--- src/rtl/imem_load_ctrl.sv ---
//==============================================================================
// Module      : imem_load_ctrl
// Description : Shares the single instruction-memory port between the fetch
//               stage and a word-stream program loader. Optional fetch bounds
//               checking is enabled by defining IMEM_BOUNDS_CHECK_EN.
// Revision    : 1.0 - initial release
//==============================================================================
`default_nettype none

module imem_load_ctrl #(
  parameter int                  ADDR_W  = 64,
  parameter int                  INSTR_W = 32,
  parameter int                  DEPTH   = 1024,
  parameter logic [INSTR_W-1:0]  NOP     = 32'h00000013,
  localparam int                 AW      = $clog2(DEPTH)
) (
  input  logic               clk,
  input  logic               rst_n,
  // fetch side
  input  logic [ADDR_W-1:0]  fetch_addr,
  output logic [INSTR_W-1:0] instr,
  output logic               cpu_stall,
  output logic               cpu_restart,
  output logic               fetch_fault,
  // loader side
  input  logic               ld_start,
  input  logic               ld_valid,
  input  logic               ld_last,
  input  logic [INSTR_W-1:0] ld_data,
  output logic               ld_ready,
  output logic               ld_done,
  output logic               ld_ovf,
  // memory port
  output logic [AW-1:0]      mem_addr,
  output logic               mem_we,
  output logic [INSTR_W-1:0] mem_wdata,
  input  logic [INSTR_W-1:0] mem_rdata
);

  typedef enum logic [1:0] {
    S_RUN   = 2'd0,
    S_DRAIN = 2'd1,
    S_LOAD  = 2'd2,
    S_DONE  = 2'd3
  } state_t;

  localparam logic [AW-1:0] c_last_word = AW'(DEPTH - 1);

  state_t          r_state;
  logic [AW-1:0]   r_wcnt;
  logic            r_ready;
  logic            r_done;
  logic            r_restart;
  logic            r_ovf;

  logic            w_accept;
  logic            w_full;
  logic            w_in_run;
  logic            w_oob;
  logic [AW-1:0]   w_fetch_idx;

  assign w_in_run    = (r_state == S_RUN);
  assign w_accept    = ld_valid & r_ready;
  assign w_full      = (r_wcnt == c_last_word);
  assign w_fetch_idx = fetch_addr[2 +: AW];

  //--------------------------------------------------------------------------
  // Fetch bounds handling
  //--------------------------------------------------------------------------
`ifdef IMEM_BOUNDS_CHECK_EN
  // DEPTH is a power of two, so any set bit above the index field is >= DEPTH.
  assign w_oob = |fetch_addr[ADDR_W-1:2+AW];

  logic [1:0] w_unused_addr_bits;
  assign w_unused_addr_bits = fetch_addr[1:0];
`else
  assign w_oob = 1'b0;

  logic [ADDR_W-AW-1:0] w_unused_addr_bits;
  assign w_unused_addr_bits = {fetch_addr[ADDR_W-1:2+AW], fetch_addr[1:0]};
`endif

  //--------------------------------------------------------------------------
  // Control FSM
  //--------------------------------------------------------------------------
  always_ff @(posedge clk or negedge rst_n) begin
    if (!rst_n) begin
      r_state   <= S_RUN;
      r_wcnt    <= '0;
      r_ready   <= 1'b0;
      r_done    <= 1'b0;
      r_restart <= 1'b0;
      r_ovf     <= 1'b0;
    end else begin
      case (r_state)
        S_RUN: begin
          if (ld_start) begin
            r_state <= S_DRAIN;
            r_wcnt  <= '0;
            r_ovf   <= 1'b0;
          end
        end

        S_DRAIN: begin
          r_state <= S_LOAD;
          r_ready <= 1'b1;
        end

        S_LOAD: begin
          if (w_accept) begin
            // Counter may roll over on the final word; it is unused outside LOAD.
            r_wcnt <= r_wcnt + AW'(1);
            if (ld_last || w_full) begin
              r_state   <= S_DONE;
              r_ready   <= 1'b0;
              r_done    <= 1'b1;
              r_restart <= 1'b1;
              if (!ld_last) begin
                r_ovf <= 1'b1;
              end
            end
          end
        end

        S_DONE: begin
          r_state   <= S_RUN;
          r_done    <= 1'b0;
          r_restart <= 1'b0;
        end

        default: begin
          r_state   <= S_RUN;
          r_ready   <= 1'b0;
          r_done    <= 1'b0;
          r_restart <= 1'b0;
        end
      endcase
    end
  end

  //--------------------------------------------------------------------------
  // Port muxing
  //--------------------------------------------------------------------------
  always_comb begin
    mem_addr    = r_wcnt;
    mem_we      = 1'b0;
    instr       = NOP;
    fetch_fault = 1'b0;
    if (w_in_run) begin
      mem_addr    = w_fetch_idx;
      fetch_fault = w_oob;
      instr       = w_oob ? NOP : mem_rdata;
    end else if (r_state == S_LOAD) begin
      mem_we = ld_valid;
    end
  end

  assign mem_wdata   = ld_data;
  assign cpu_stall   = ~w_in_run;
  assign cpu_restart = r_restart;
  assign ld_ready    = r_ready;
  assign ld_done     = r_done;
  assign ld_ovf      = r_ovf;

endmodule

`default_nettype wire

--- config.mk ---
export PLATFORM = sky130hd
export DESIGN_NAME = imem_load_ctrl
export DESIGN_NICKNAME = d
export VERILOG_FILES = /design/src/rtl/imem_load_ctrl.sv
export SDC_FILE = /design/constraint.sdc
export NUM_CORES = 1
export LEC_CHECK = 0
export BUFFER_PORTS_ARGS = -buffer_cell sky130_fd_sc_hd__buf_4
export CORE_AREA = 5 5 81 83
export DETAILED_ROUTE_END_ITERATION = 12
export DIE_AREA = 0 0 86 88
export GPL_TIMING_DRIVEN = 0
export PLACE_DENSITY_LB_ADDON = 0.2
export SLEW_MARGIN = 20
export SYNTH_ARGS = -nofsm -noshare
export SYNTH_HDL_FRONTEND = slang
export SYNTH_SLANG_ARGS = --single-unit
export TNS_END_PERCENT = 5
--- constraint.sdc ---
create_clock -name clk -period 2.72 [get_ports clk]
set_clock_uncertainty 0.15 [all_clocks]
set_input_delay 0.272 -clock clk [delete_from_list [all_inputs] [get_ports clk]]
set_output_delay 0.272 -clock clk [all_outputs]
set_load 0.03 [all_outputs]
==> reports/metrics.yaml, run 1 <==
synth:
  netlist_top_cells_area: "dfrtp_1 (25%), buf_4 (17%), and2_1 (12%), mux2_2 (6.9%), nand2_1 (3.8%)"
  synth-compound-area-share_pct: 14.2
  synth-main-ff-cell: "dfrtp_1"
  yosys.area.top_type_share_pct: 25.5
  async_flop_share_pct: 100
  synth_edf_count: 0
  yosys_register_bits: 15
  synth_area_per_cell_um2: 8.28
  synth_mux_area_share_pct: 7.56
  synthAdderAreaFrac_pct: 3.40
  synthesis.nets: 315
  synthXorXnorAreaFrac_pct: 0
  yosys_warnings: 0
  yosysTopAreaCell: "dfrtp_1"
  yosys.area_share.simple_pct: 28.2
  synth_top_family_by_area: "simple AND/OR/NAND/NOR gates"
  yosysUniqueCellTypes: 33
  synthCells: 178
  ys_seq_area_share_pct: 25.5
  syn_area_mm2: 0.00147
timing:
  maxSlewHeadroom_pct: 66.2
  setup_viol: 0
  worst_slew_pin_slew_ps: 508
  rsz0062_at_grt: "false"
  fin_crit_ps: 2480
  tns_ps: 0
  slew_violations: 0
  period_share_pct: 91.1
  max_freq_ghz: 0.403
  hold_viol: 0
setup_path:
  cp-start-kind: "flop"
  crit_chain: "inv_1, ha_1, clkbuf_2, clkbuf_2, mux2_2, buf_4"
  cp_common_cell: "clkbuf_2"
  crit_required_ps: 2300
  cp_slowest_cell: "dfrtp_1"
  path_class: "flop to output pin"
  cp_slowest_stage_delay_ps: 410
  cp.arrival_ps: 2060
  worstSetupEndpointType: "output pin"
  path_max_fanout: 10
routing:
  routed_via_density: 4.40
  routedWlPerCell_um: 13.3
  first_pass_iters: 4
  drc: 0
  num_vias: 1688
  dr.first_iter.drc_count: 62
  drt.antenna.violating_nets: 0
  totalWireLength_um: 5110
placed_design:
  gp_congestion: 0.757
  io_buffers: 126
  hpwl_um: 4270
clocking:
  clockRootBuffer: "clkbuf_8"
  insertion_delay_ps: 260
  cts_max_level: 1
  clkTransAtPathRegs_ps: 60
  postCtsSetupRepairBufs: 0
  cts_tree: "yes"
  numClockSinks: 15
  cts.path.max_buffers: 2
  cts_made_buffers: 3
hold_path:
  hp-class: "input port to flop"
die:
  core.rowCount: 28
  io_pins: 214
  dieArea_mm2: 0.00757
  die_x_um: 86
  die_y_um: 88
  initial_utilization_pct: 25.5
  core_mm2: 0.00578
power_and_ir_drop:
  p_total_mw: 2.49
  power_leakage_nw: 1.35
  p_comb_share_pct: 75.2
  p_sw_mw: 1.33
  clockPowerShare_pct: 7.7
  swShare_pct: 53.4
  pwr-share-seq_pct: 17.1
  power.density_mw_per_mm2: 966
  p_int_mw: 1.16
  peakVddDrop_mv: 0.546
global_route:
  antenna_found_initial: 0
  grt_util_all_layers_pct: 12.3
  grt_pass1_wl_um: 7560
  grt-ovfl-total: 0
  grt_max_degree: 16
  grt_pass1_vias: 1585
final_layout:
  nets: 447
  drive_gt1_share_pct: 58.9
  area_growth_pct: 74.5
  antennaDiodeCount: 0
run_status:
  status: "completed"
run:
  maxCapViolations: 0
## power groups by stage
stage                     logic, mW  registers, mW  clock network, mW
after floorplan                1.23          0.418                  0
after global placement         1.87          0.427                  0
after detailed placement       1.89          0.431                  0
after CTS                      1.90          0.429              0.193
after global routing           2.02          0.448              0.211
final                          1.87          0.424              0.191
## cell type report
class | count | area, um2
fill | 590 | 3210
clock buffer | 3 | 41.3
sequential | 15 | 375
clock inverter | 1 | 5.00
multi-input combinational | 115 | 790
buffer | 42 | 289
inverter | 6 | 22.5
timing repair buffer | 127 | 956
tap | 75 | 93.8
## synth_stat cells (2+ instances only)
cell type / count
buf_4: 34
or2_2: 2
a22o_1: 3
mux2_2: 9
nand4_1: 2
ha_1: 4
o211ai_1: 2
inv_1: 6
clkbuf_1: 7
o311ai_0: 3
nand2b_1: 8
a211o_1: 2
a21oi_1: 3
nor3_1: 2
nor2_1: 4
dfrtp_1: 15
o311ai_2: 3
and3_1: 2
nand3_1: 5
o21ai_0: 7
nand2_1: 15
and2_1: 29
## per-stage QoR
stage	hold slack, ps	util [%]	cell area (um2)	setup slack (ps)	cells
after floorplan	-174	-	1470	519	178
after global placement	-6.58	43.5	2510	146	379
after detailed placement	-3.54	43.5	2510	122	379
after CTS	209	44.5	2570	212	384
after global routing	252	44.5	2570	102	384
final	202	44.5	2570	241	384
## worst max-delay path, delay by kind of cell, from the launching register on
kind                     cells  cell delay [ps]
adder cells (fa/ha/maj)      1              210
flip-flops                   1              410
multiplexers                 1              360
buffers and inverters        4              820
## state kept, by name, summed over array words and instances, names as in the netlist
name,flops
ld_ready,1
cpu_restart,1
r_state,2
ld_ovf,1
r_wcnt,10
## cell families after synthesis
family | count (synthesis)
AND/OR/NAND/NOR | 74
buffers and inverters | 48
AO/OA/AOI/OAI | 26
adder cells (fa/ha/maj) | 4
flip-flops | 15
multiplexers | 10
other | 1
## layer usage
layer	part of all wire (%)	track usage [%]
met1	38	14.6
met2	49	22.1
met3	13	4.14
met4	0.29	1.73
met5	0	0
## cell usage in the layout, fill, tap and decap left out, drive strengths merged, types with 5 or more instances in the layout
| master | n |
|---|---|
| o21ai | 7 |
| dfrtp | 15 |
| clkbuf | 10 |
| and2 | 29 |
| inv | 6 |
| nand3 | 5 |
| buf | 161 |
| nand2b | 8 |
| o311ai | 6 |
| mux2 | 9 |
| nand2 | 15 |
## final timing paths
check	from	end	slack, ps	cells after the start
min in group asynchronous	rst_n	r_wcnt[6]	250	2
worst min register to register	r_wcnt[1]	r_wcnt[1]	400	2
max in group asynchronous	rst_n	r_wcnt[0]	1980	2
worst min-delay path	ld_last	ld_ovf	200	4
worst max-delay path	r_state[0]	mem_addr[8]	240	6
worst max register to register	r_state[0]	r_wcnt[9]	550	6
## timing repair
action	CTS	global route
hold endpoints to repair	15	0
hold buffers	1	0
resized for setup	2	0
endpoints found under the setup margin	4	0
Power figures use the tool's default switching activity.
==> inputs of run 2 (changes only) <==
- CORE_AREA: 5 5 81 83 -> 5 5 80 82
- DIE_AREA: 0 0 86 88 -> 0 0 85 87
- clock period: 2.72 -> 2.9 ns (I/O delays scaled with it)
==> reports/metrics.yaml, run 2 (synthesis gave the netlist of run 1 again) <==
setup_path:
  worstSetupEndpointType: "output pin"
  cp.arrival_ps: 2230
  path_max_fanout: 10
  path_class: "flop to output pin"
  crit_required_ps: 2460
  cp-start-kind: "flop"
clocking:
  insertion_delay_ps: 250
  cts.path.max_buffers: 2
  numClockSinks: 15
  cts_max_level: 1
  clockRootBuffer: "clkbuf_8"
  cts_made_buffers: 3
  cts_tree: "yes"
  clkTransAtPathRegs_ps: 70
hold_path:
  hp-class: "input port to flop"
routing:
  drt.antenna.violating_nets: 0
  routed_via_density: 4.37
  dr.first_iter.drc_count: 31
  num_vias: 1678
  drc: 0
  dr_wl_met3_um: 671
  first_pass_iters: 4
  routed.top_layer: "met4"
  dr_wl_met2_um: 2330
  wl_met1_um: 2260
  totalWireLength_um: 5310
  routedWlPerCell_um: 13.8
timing:
  fin_ws_ps: 231
  tns_ps: 0
  period_share_pct: 92.0
  max_freq_ghz: 0.375
  hold_viol: 0
  slew_violations: 0
  rsz0062_at_grt: "false"
  holdWs_ps: 229
  worst_slew_pin_slew_ps: 510
  fin_crit_ps: 2670
  maxSlewHeadroom_pct: 66.0
  setup_viol: 0
final_layout:
  reg_top3: "r_wcnt x10, r_state x2"
  nets: 447
  antennaDiodeCount: 0
  drive_gt1_share_pct: 58.3
  final_common_cell: "buf_4"
  area_growth_pct: 74.4
  largest-register: "r_wcnt"
  fin_cells: 384
  largest_reg_flops: 10
  mostFrequentLayoutCells: "buf_4 (160), and2_1 (29), nand2_1 (15), dfrtp_1 (15), mux2_2 (9)"
power_and_ir_drop:
  p_sw_mw: 1.23
  p_int_mw: 1.09
  pwr-share-seq_pct: 17.0
  p_comb_share_pct: 75.5
  power_leakage_nw: 1.34
  power.density_mw_per_mm2: 902
  peakVddDrop_mv: 0.485
  swShare_pct: 53.2
  clockPowerShare_pct: 7.5
die:
  initial_utilization_pct: 26.0
  die_y_um: 87
  die_x_um: 85
  io_pins: 214
  core.rowCount: 28
  dieArea_mm2: 0.00740
  core_mm2: 0.00568
placed_design:
  gp_congestion: 0.773
  io_buffers: 126
  hpwl_um: 4510
  placedCellCount: 379
  pre_cts_slack_ps: 281
global_route:
  grt_pass1_vias: 1524
  antenna_found_initial: 0
  grt-ovfl-total: 0
  grt_max_degree: 16
  grt_pass1_wl_um: 7960
  grt_util_all_layers_pct: 13.3
run:
  maxCapViolations: 0
run_status:
  status: "completed"
run 2: changes by cell type in the layout (fill, tap and decap cells not counted):
cell | before | now
clkbuf_1 | 5 | 7
clkbuf_2 | 2 | 1
clkinv_2 | 1 | 0
run 2: area by class of cell:
cell class	count	area, um2
flip-flops and latches	15	375
inverters	6	22.5
well taps	75	93.8
repair buffers	127	956
fillers	579	3110
clock buffers	4	45.0
multi-input cells	115	790
plain buffers	42	288
run 2: layer usage:
layer | global-route usage (%) | up-vias
met5 | 0 | -
met4 | 2.59 | 0
met3 | 4.92 | 5
met2 | 20.3 | 102
met1 | 18.1 | 742
li1 | - | 829
run 2: worst paths after layout:
path	from	endpoint	slack [ps]	cells after the start
max in group asynchronous	rst_n	r_wcnt[2]	2140	2
worst max-delay path	r_state[0]	mem_addr[8]	230	6
min in group asynchronous	rst_n	ld_ovf	280	2
worst max register to register	r_state[0]	r_wcnt[7]	780	6
worst min-delay path	ld_start	ld_ovf	230	4
worst min register to register	r_state[0]	r_state[0]	390	1
run 2: worst max-delay path, cell delays in order, from the launching register on:
cell	delay (ps)
dfrtp_1	390
inv_1	90
ha_1	200
clkbuf_1	420
clkbuf_2	350
mux2_2	360
buf_4	170
run 2: what timing repair did:
item / CTS / global route
setup buffers: 0 / 0
hold buffers: 1 / 0
endpoints found under the setup margin: 0 / 4
hold endpoints to repair: 15 / 0
resized for setup: 0 / 2
run 2: metrics by stage:
stage | instance area, um2 | util (%) | power (mW)
after floorplan | 1470 | - | 1.54
after global placement | 2510 | 44.3 | 2.16
after detailed placement | 2510 | 44.3 | 2.17
after CTS | 2570 | 45.3 | 2.35
after global routing | 2570 | 45.3 | 2.48
final | 2570 | 45.3 | 2.32
run 2: power groups by stage:
| stage | sequential (mW) | clock [mW] | combinational [mW] |
|---|---|---|---|
| 2_1_floorplan | 0.392 | 0 | 1.15 |
| 3_3_place_gp | 0.401 | 0 | 1.76 |
| 3_5_place_dp | 0.399 | 0 | 1.77 |
| 4_1_cts | 0.397 | 0.177 | 1.77 |
| 5_1_grt | 0.417 | 0.189 | 1.88 |
| 6_report | 0.394 | 0.174 | 1.75 |
==> inputs of run 3 (changes only) <==
- CELL_PAD_IN_SITES_DETAIL_PLACEMENT: not set -> 0
- CELL_PAD_IN_SITES_GLOBAL_PLACEMENT: not set -> 1
- CORE_AREA: 5 5 80 82 -> not set
- CORE_MARGIN: not set -> 5
- CORE_UTILIZATION: not set -> 19
- DIE_AREA: 0 0 85 87 -> not set
==> reports/metrics.yaml, run 3 (synthesis gave the netlist of run 1 again) <==
hold_path:
  hp-class: "input port to flop"
setup_path:
  cp.arrival_ps: 2240
  crit_chain: "inv_1, ha_1, clkbuf_2, clkbuf_1, mux2_2, buf_4"
  cp-start-kind: "flop"
  path_class: "flop to output pin"
  worstSetupEndpointType: "output pin"
  cp_slowest_stage_delay_ps: 460
  crit_required_ps: 2460
  cp_slowest_cell: "clkbuf_1"
  path_max_fanout: 10
final_layout:
  drive_gt1_share_pct: 58.3
  fillCellCount: 826
  regArea_um2: 375
  largest_reg_flops: 10
  multiInputGateArea_um2: 790
  nets: 447
  fin_cells: 411
  mostFrequentLayoutCells: "buf_4 (160), and2_1 (29), nand2_1 (15), dfrtp_1 (15), mux2_2 (9)"
  antennaDiodeCount: 0
  reg_top3: "r_wcnt x10, r_state x2"
  largest-register: "r_wcnt"
  area_growth_pct: 76.7
  final_common_cell: "buf_4"
clocking:
  clkTransAtPathRegs_ps: 60
  clockRootBuffer: "clkbuf_8"
  cts.path.max_buffers: 2
  insertion_delay_ps: 240
  cts_made_buffers: 3
  numClockSinks: 15
  cts_tree: "yes"
  cts_max_level: 1
  postCtsSetupRepairBufs: 0
run:
  maxCapViolations: 0
routing:
  routedWlPerCell_um: 13.0
  drt.antenna.violating_nets: 0
  first_pass_iters: 6
  num_vias: 1648
  dr.first_iter.drc_count: 34
  routed_via_density: 4.01
  totalWireLength_um: 5330
  drc: 0
placed_design:
  gp_congestion: 0.798
  placedCellCount: 406
  pre_cts_slack_ps: 182
  io_buffers: 126
  hpwl_um: 4460
global_route:
  antenna_found_initial: 0
  grt_util_all_layers_pct: 10.6
  grt-ovfl-total: 0
  grt_max_degree: 16
  grt_pass1_vias: 1704
  grt_pass1_wl_um: 8510
timing:
  max_freq_ghz: 0.374
  fin_ws_ps: 224
  rsz0062_at_grt: "false"
  tns_ps: 0
  maxSlewHeadroom_pct: 62.4
  holdWs_ps: 226
  setup_viol: 0
  period_share_pct: 92.3
  worst_slew_pin_slew_ps: 563
  slew_violations: 0
  hold_viol: 0
  fin_crit_ps: 2680
power_and_ir_drop:
  p_int_mw: 1.09
  swShare_pct: 53.6
  peakVddDrop_mv: 0.281
  p_total_mw: 2.34
  p_sw_mw: 1.25
  pwr-share-seq_pct: 17.0
  p_comb_share_pct: 75.7
  clockPowerShare_pct: 7.3
  power_leakage_nw: 1.34
  power.density_mw_per_mm2: 899
die:
  io_pins: 214
  core_mm2: 0.00765
  die_y_um: 98.1
  dieArea_mm2: 0.00962
  core.rowCount: 32
  die_x_um: 98.1
  initial_utilization_pct: 19.3
run_status:
  status: "completed"
[run 3: per-layer routing]
layer / global-route usage (%) / vias to the layer above / part of all wire [%]
met4: 1.60 / 0 / 0.41
li1: - / 827 / -
met1: 13.7 / 712 / 41
met2: 17.4 / 107 / 46
met5: 0 / - / 0
met3: 3.79 / 2 / 13
[run 3: path summary, 6_finish.rpt]
check                               to  startpoint  cells after the start  slack, ps
setup reg to reg             r_wcnt[9]  r_state[0]                      6        730
hold / removal                  ld_ovf     ld_last                      4        230
setup / recovery           mem_addr[7]  r_state[0]                      6        220
min in group asynchronous  cpu_restart       rst_n                      2        290
max in group asynchronous    r_wcnt[9]       rst_n                      2       2120
hold reg to reg              r_wcnt[1]   r_wcnt[1]                      2        400
[run 3: worst max-delay path: cells and delay by family, from the launching register on]
kind	cells	cell delay, ps
fa+ha+maj	1	190
buf+inv	4	1010
flops	1	400
mux	1	400
[run 3: layout make-up]
type / count / area share, %
buffer: 42 / 11.1
tap: 102 / 4.90
clock buffer: 4 / 1.73
sequential: 15 / 14.4
inverter: 6 / 0.865
multi-input combinational: 115 / 30.3
timing repair buffer: 127 / 36.7
[run 3: stage by stage]
stage	utilization [%]	area [um2]
finish	34.0	2600
floorplan	-	1470
global route	34.0	2600
detailed placement	33.3	2550
global placement	33.3	2550
CTS	34.0	2600
[run 3: power by group through the flow]
stage	clock network, mW	registers (mW)	logic (mW)
after detailed placement	0	0.402	1.80
after global routing	0.191	0.416	1.92
after CTS	0.178	0.398	1.81
after floorplan	0	0.392	1.15
final	0.171	0.398	1.77
after global placement	0	0.401	1.79
[run 3: timing repair]
action                                  CTS  global route
endpoints found under the setup margin    4             0
hold buffers                              1             0
endpoints found under the hold margin    15             0
resized for setup                         1             0
